==> src/rtl/usb_link_pkg.sv <==
// Shared types and defaults for the USB half-duplex line arbiter.
package usb_link_pkg;

   typedef enum logic [2:0] {
      ST_IDLE      = 3'd0,
      ST_RX        = 3'd1,
      ST_TX        = 3'd2,
      ST_GAP       = 3'd3,
      ST_WAIT_RESP = 3'd4
   } link_state_t;

   localparam int unsigned USB_IPD_CYCLES        = 16;
   localparam int unsigned USB_RX_TIMEOUT_CYCLES = 72;

   // Larger of two values; used to size the shared gap/timeout counter.
   function automatic int unsigned max_u(input int unsigned a, input int unsigned b);
      return (a > b) ? a : b;
   endfunction

endpackage

==> src/rtl/link_timer.sv <==
// Up-counter with synchronous clear/enable and a terminal-count comparator.
module link_timer #(
   parameter int unsigned CNT_W = 7
) (
   input  logic             clk,
   input  logic             rst,
   input  logic             clr,
   input  logic             en,
   input  logic [CNT_W-1:0] match_val,
   output logic             hit
);

   logic [CNT_W-1:0] count_q;
   logic [CNT_W-1:0] count_d;

   // Next count: clear wins over enable.
   always_comb begin
      count_d = count_q;
      if (clr) begin
         count_d = '0;
      end else if (en) begin
         count_d = count_q + 1'b1;
      end
   end

   // Count register.
   always_ff @(posedge clk) begin
      if (rst) begin
         count_q <= '0;
      end else begin
         count_q <= count_d;
      end
   end

   // Terminal match against the current count.
   always_comb begin
      hit = (count_q == match_val);
   end

endmodule

==> src/rtl/usb_link_arbiter.sv <==
// Half-duplex D+/D- ownership controller: grants the line to TX, keeps RX
// enabled otherwise, enforces the inter-packet gap and a response timeout.
module usb_link_arbiter
   import usb_link_pkg::*;
#(
   parameter int unsigned IPD_CYCLES        = USB_IPD_CYCLES,
   parameter int unsigned RX_TIMEOUT_CYCLES = USB_RX_TIMEOUT_CYCLES,
   parameter int unsigned CNT_W             = $clog2(max_u(IPD_CYCLES, RX_TIMEOUT_CYCLES) + 1)
) (
   input  logic       clk,
   input  logic       RST,
   input  logic       tx_req,
   input  logic       tx_expect_resp,
   input  logic       tx_done,
   input  logic       rx_line_active,
   input  logic       rx_frame_complete,
   input  logic       rx_error_flag,
   output logic       tx_grant,
   output logic       drive_en,
   output logic       rx_enable,
   output logic       timeout,
   output logic       busy,
   output logic [2:0] link_state,
   output logic [7:0] rx_err_count
);

   localparam logic [CNT_W-1:0] IPD_LAST = CNT_W'(IPD_CYCLES - 1);
   localparam logic [CNT_W-1:0] TO_LAST  = CNT_W'(RX_TIMEOUT_CYCLES - 1);

   link_state_t state_q, state_d;
   logic        exp_q, exp_d;
   logic [7:0]  err_q, err_d;

   logic             tmr_clr;
   logic             tmr_en;
   logic             tmr_hit;
   logic [CNT_W-1:0] tmr_match;

   // Timer runs only in GAP/WAIT_RESP and is held at zero elsewhere, so every
   // entry into either state starts from a cleared count.
   always_comb begin
      tmr_en    = (state_q == ST_GAP) || (state_q == ST_WAIT_RESP);
      tmr_clr   = !tmr_en;
      tmr_match = (state_q == ST_WAIT_RESP) ? TO_LAST : IPD_LAST;
   end

   link_timer #(
      .CNT_W (CNT_W)
   ) u_timer (
      .clk       (clk),
      .rst       (RST),
      .clr       (tmr_clr),
      .en        (tmr_en),
      .match_val (tmr_match),
      .hit       (tmr_hit)
   );

   // State, latched expect-response bit and error counter registers.
   always_ff @(posedge clk) begin
      if (RST) begin
         state_q <= ST_IDLE;
         exp_q   <= 1'b0;
         err_q   <= '0;
      end else begin
         state_q <= state_d;
         exp_q   <= exp_d;
         err_q   <= err_d;
      end
   end

   // Next-state logic; RX activity always preempts TX request and timeout.
   always_comb begin
      state_d = state_q;
      exp_d   = exp_q;
      err_d   = err_q;
      case (state_q)
         ST_IDLE: begin
            if (rx_line_active) begin
               state_d = ST_RX;
            end else if (tx_req) begin
               state_d = ST_TX;
               exp_d   = tx_expect_resp;
            end
         end
         ST_RX: begin
            if (rx_error_flag) begin
               state_d = ST_GAP;
               if (err_q != '1) begin
                  err_d = err_q + 8'd1;
               end
            end else if (rx_frame_complete) begin
               state_d = ST_GAP;
            end
         end
         ST_TX: begin
            if (tx_done) begin
               state_d = exp_q ? ST_WAIT_RESP : ST_GAP;
            end
         end
         ST_GAP, ST_WAIT_RESP: begin
            if (rx_line_active) begin
               state_d = ST_RX;
            end else if (tmr_hit) begin
               state_d = ST_IDLE;
            end
         end
         default: state_d = ST_IDLE;
      endcase
   end

   // Moore outputs; timeout also depends on count and is suppressed when RX
   // activity takes the terminal cycle.
   always_comb begin
      tx_grant     = (state_q == ST_TX);
      drive_en     = (state_q == ST_TX);
      rx_enable    = (state_q != ST_TX);
      busy         = (state_q != ST_IDLE);
      timeout      = (state_q == ST_WAIT_RESP) && tmr_hit && !rx_line_active;
      link_state   = state_q;
      rx_err_count = err_q;
   end

endmodule

==> config.mk <==
export PLATFORM = sky130hd
export DESIGN_NAME = usb_link_arbiter
export DESIGN_NICKNAME = d
export VERILOG_FILES = /design/src/rtl/usb_link_pkg.sv /design/src/rtl/link_timer.sv /design/src/rtl/usb_link_arbiter.sv
export SDC_FILE = /design/constraint.sdc
export NUM_CORES = 1
export LEC_CHECK = 0
export ABC_AREA = 0
export CAP_MARGIN = 15
export CORE_ASPECT_RATIO = 0.5
export CORE_MARGIN = 2
export CORE_UTILIZATION = 27
export CTS_CLUSTER_DIAMETER = 40
export CTS_CLUSTER_SIZE = 40
export DETAILED_ROUTE_END_ITERATION = 10
export PLACE_DENSITY = 0.45
export SYNTH_ARGS = -nofsm -noshare
export SYNTH_HDL_FRONTEND = slang
export SYNTH_HIERARCHICAL = 1
export SYNTH_SLANG_ARGS = --single-unit
==> constraint.sdc <==
create_clock -name clk -period 7.2 [get_ports clk]
set_clock_uncertainty 0.1 [all_clocks]
set_input_delay 0.72 -clock clk [delete_from_list [all_inputs] [get_ports clk]]
set_output_delay 0.72 -clock clk [all_outputs]
set_load 0.01 [all_outputs]
==> reports/metrics.cfg <==
[critical_path]
crit_slowest_cell = clkdlybuf4s50_1
r2r-end = link_state[1]
crit_arrival_ps = 2750
cp_max_fo = 11
start_kind = flop
crit_family = simple AND/OR/NAND/NOR gates
cp-end-kind = primary output
path_buf_inv = 1
reg2reg_slack_ps = 4590
crit_path_cell_trace = or3b_1, xor2_1, nor4_1, nor3b_1, clkdlybuf4s50_1
regToRegStartpoint = link_state[2]
critPathKind = reg -> out
max_stage_delay_ps = 580
ff2ff_path_depth = 7
cp.required_ps = 6380

[global_routing]
gr-total-overflow = 0
grt_pass1_vias = 813
antenna_found_initial = 0
grt_max_degree = 17
gr-usage-all-layers_pct = 10.72
grt_pass1_wl_microns = 3981

[die]
ioPinCount = 24
fp.dieArea_sq_mm = 0.004636
rows = 16
die_h_microns = 49.16
coreArea_sq_mm = 0.003904
start_util_pct = 28.21
die_x_microns = 94.31

[detailed_routing]
ant_nets = 0
first_pass_iters = 4
drc = 0
drtIter0Drc = 50
wl_per_cell_microns = 11.14
drt-vias-per-instance = 4.456
num_vias = 918
wl_microns = 2295

[sta]
grt_setup_unrepaired = false
timing.final.crit_period_ps = 3567
fin_setup_tns_ps = 0
layout_setup_ws_ps = 3633
holdWs_ps = 410.3
max_slew_margin_pct = 47.18
max_freq_mhz = 280.4
slew_violations = 0
worstMarginPinSlew_ps = 784.0
period_share_pct = 49.54
setup_viol = 0
hold_viol = 0

[placed_design]
numPortBuffers = 23
dpl_cell_area_sq_mm = 0.001370
hpwl_microns = 1721
gp_congestion = 0.7080
place_ws_ps = 3953

[cells_and_area]
nets = 163
n_fill_cell = 419
design_area_sq_mm = 0.001416
diodes = 0
syn2layout_area_growth_pct = 28.64
drive_above_1_share_pct = 5.263

[hold_path]
min_to = u_timer/count_q[6]
hold_path.class = reg -> reg
holdPathStages = 2
hp-start = u_timer/count_q[6]

[synthesis]
synth_seq_cells = 19
synth_area_leaders = dfxtp_1 (35%), xor2_1 (10%), nor2_1 (5.5%)
netlist_area_sq_mm = 0.001101
synth-edff-count = 0
yosys.cell_types.count = 38
seq_area_frac_synth_pct = 34.55
yosysTopAreaCellShare_pct = 34.55
synth_top_area_cell = dfxtp_1
avgSynthCellArea_sq_um = 8.535
ys.flop_type = dfxtp_1
synth-async-reset-ratio_pct = 0
syn-instance-count = 129
ys_warn_count = 6

[cts]
numCtsBuffers = 3
clk_path_buf_depth = 2
cts_tree = done
ctsHoldBuffers = 0
ctsHtreeMaxLevel = 1
cts_sinks = 19
cts_setup_buffers = 0
clk_latency_ps = 250
cts.clk_slew.worst_paths_ps = 70
cts_resized = 0
clock-root-buffer = clkbuf_8

[pwr]
leakagePower_nw = 0.5132
power_mw = 0.3358
vdd_ir_drop_max_uv = 85.76
p_per_area_mw_per_mm2 = 237.1

[status]
run_status = finished, final reports clean

[flow_run]
max_cap_violations = 0

[sequential cells by signal, indices dropped and copies added (netlist names)]
| signal | cells |
|---|---|
| exp_q | 1 |
| rx_err_count | 8 |
| u_timer/count_q | 7 |
| link_state | 3 |
[per-stage QoR]
step / utilization [%] / cells
global route: 36.28 / 206
global placement: 35.10 / 202
CTS: 36.28 / 206
finish: 36.28 / 206
floorplan: - / 132
detailed placement: 35.10 / 202
[synthesized netlist by cell type (3+ instances only)]
| library cell | count |
|---|---|
| a21oi_1 | 4 |
| clkbuf_1 | 3 |
| dfxtp_1 | 19 |
| inv_1 | 3 |
| mux2i_1 | 5 |
| nand2_1 | 6 |
| nand2b_1 | 7 |
| nand4_1 | 5 |
| nor2_1 | 16 |
| o21ai_0 | 6 |
| or3_1 | 4 |
| xnor2_1 | 5 |
| xor2_1 | 13 |
[routing by layer]
metal  vias to the layer above  track usage [%]  wire length, microns
li1                        487                -                     -
met1                       416            14.84                  1177
met2                        13            15.83                  1015
met3                         2            4.173                    89
met4                         0            2.174                    12
met5                         -                0                     0
[worst reg2reg max path, cell delays in order (launching register included)]
cell and delay, ps:
dfxtp_1 530, or3b_1 480, xor2_1 170, nor4_1 480, and3b_1 240, o21ai_0 190
o211ai_2 170, mux2i_1 150
[area by class of cell]
cell class	instances	area [sq um]	area share (%)
Clock buffer	3	41.29	2.915
Inverter	3	11.26	0.7951
Sequential cell	19	380.4	26.86
Clock inverter	1	5.005	0.3534
Timing Repair Buffer	23	230.2	16.25
Tap cell	54	67.56	4.770
Multi-Input combinational cell	103	680.7	48.06
[cell families (layout without fill, tap and decap cells)]
kind of cell	Yosys count	count (layout)	share of synthesized area, %
AOI/OAI and AO/OA	18	18	11.02
buffers and inverters	10	30	4.659
adders and majority gates	2	2	2.272
muxes	5	5	4.546
and+or+nand+nor	55	55	27.95
DFF	19	19	34.55
xor gates and xnor gates	18	18	14.32
other	2	5	0.6821
[where the power goes]
part           internal, mW  switching, mW  leakage (nW)
combinational        0.0725         0.0566         0.334
clock                0.0384         0.0350        0.0255
sequential            0.113         0.0197         0.154
total                 0.224          0.111         0.513
[worst max-delay path by stage]
stage | endpoint | startpoint | cells past startpoint | slack, ps
2_1_floorplan | timeout | link_state[2] | 6 | 4530
3_3_place_gp | timeout | link_state[2] | 5 | 3980
3_5_place_dp | timeout | link_state[2] | 5 | 3950
4_1_cts | timeout | link_state[2] | 5 | 3640
5_1_grt | timeout | link_state[2] | 6 | 3350
6_report | timeout | link_state[2] | 5 | 3630
[cells in the final DEF, fill, tap and decap left out, types with 2 or more instances in the layout]
cell	count
ha_1	2
nand2_1	6
clkbuf_8	3
a21oi_1	4
mux2i_1	5
or3_1	4
o211ai_1	2
dfxtp_1	19
conb_1	5
and2_1	2
nand4_1	5
xor2_1	13
clkdlybuf4s50_1	23
o21ai_0	6
inv_1	3
nand2b_1	7
xnor2_1	5
nor2_1	16
o2111ai_1	2
and3_1	2
nor3b_1	2
Power figures use the tool's default switching activity.
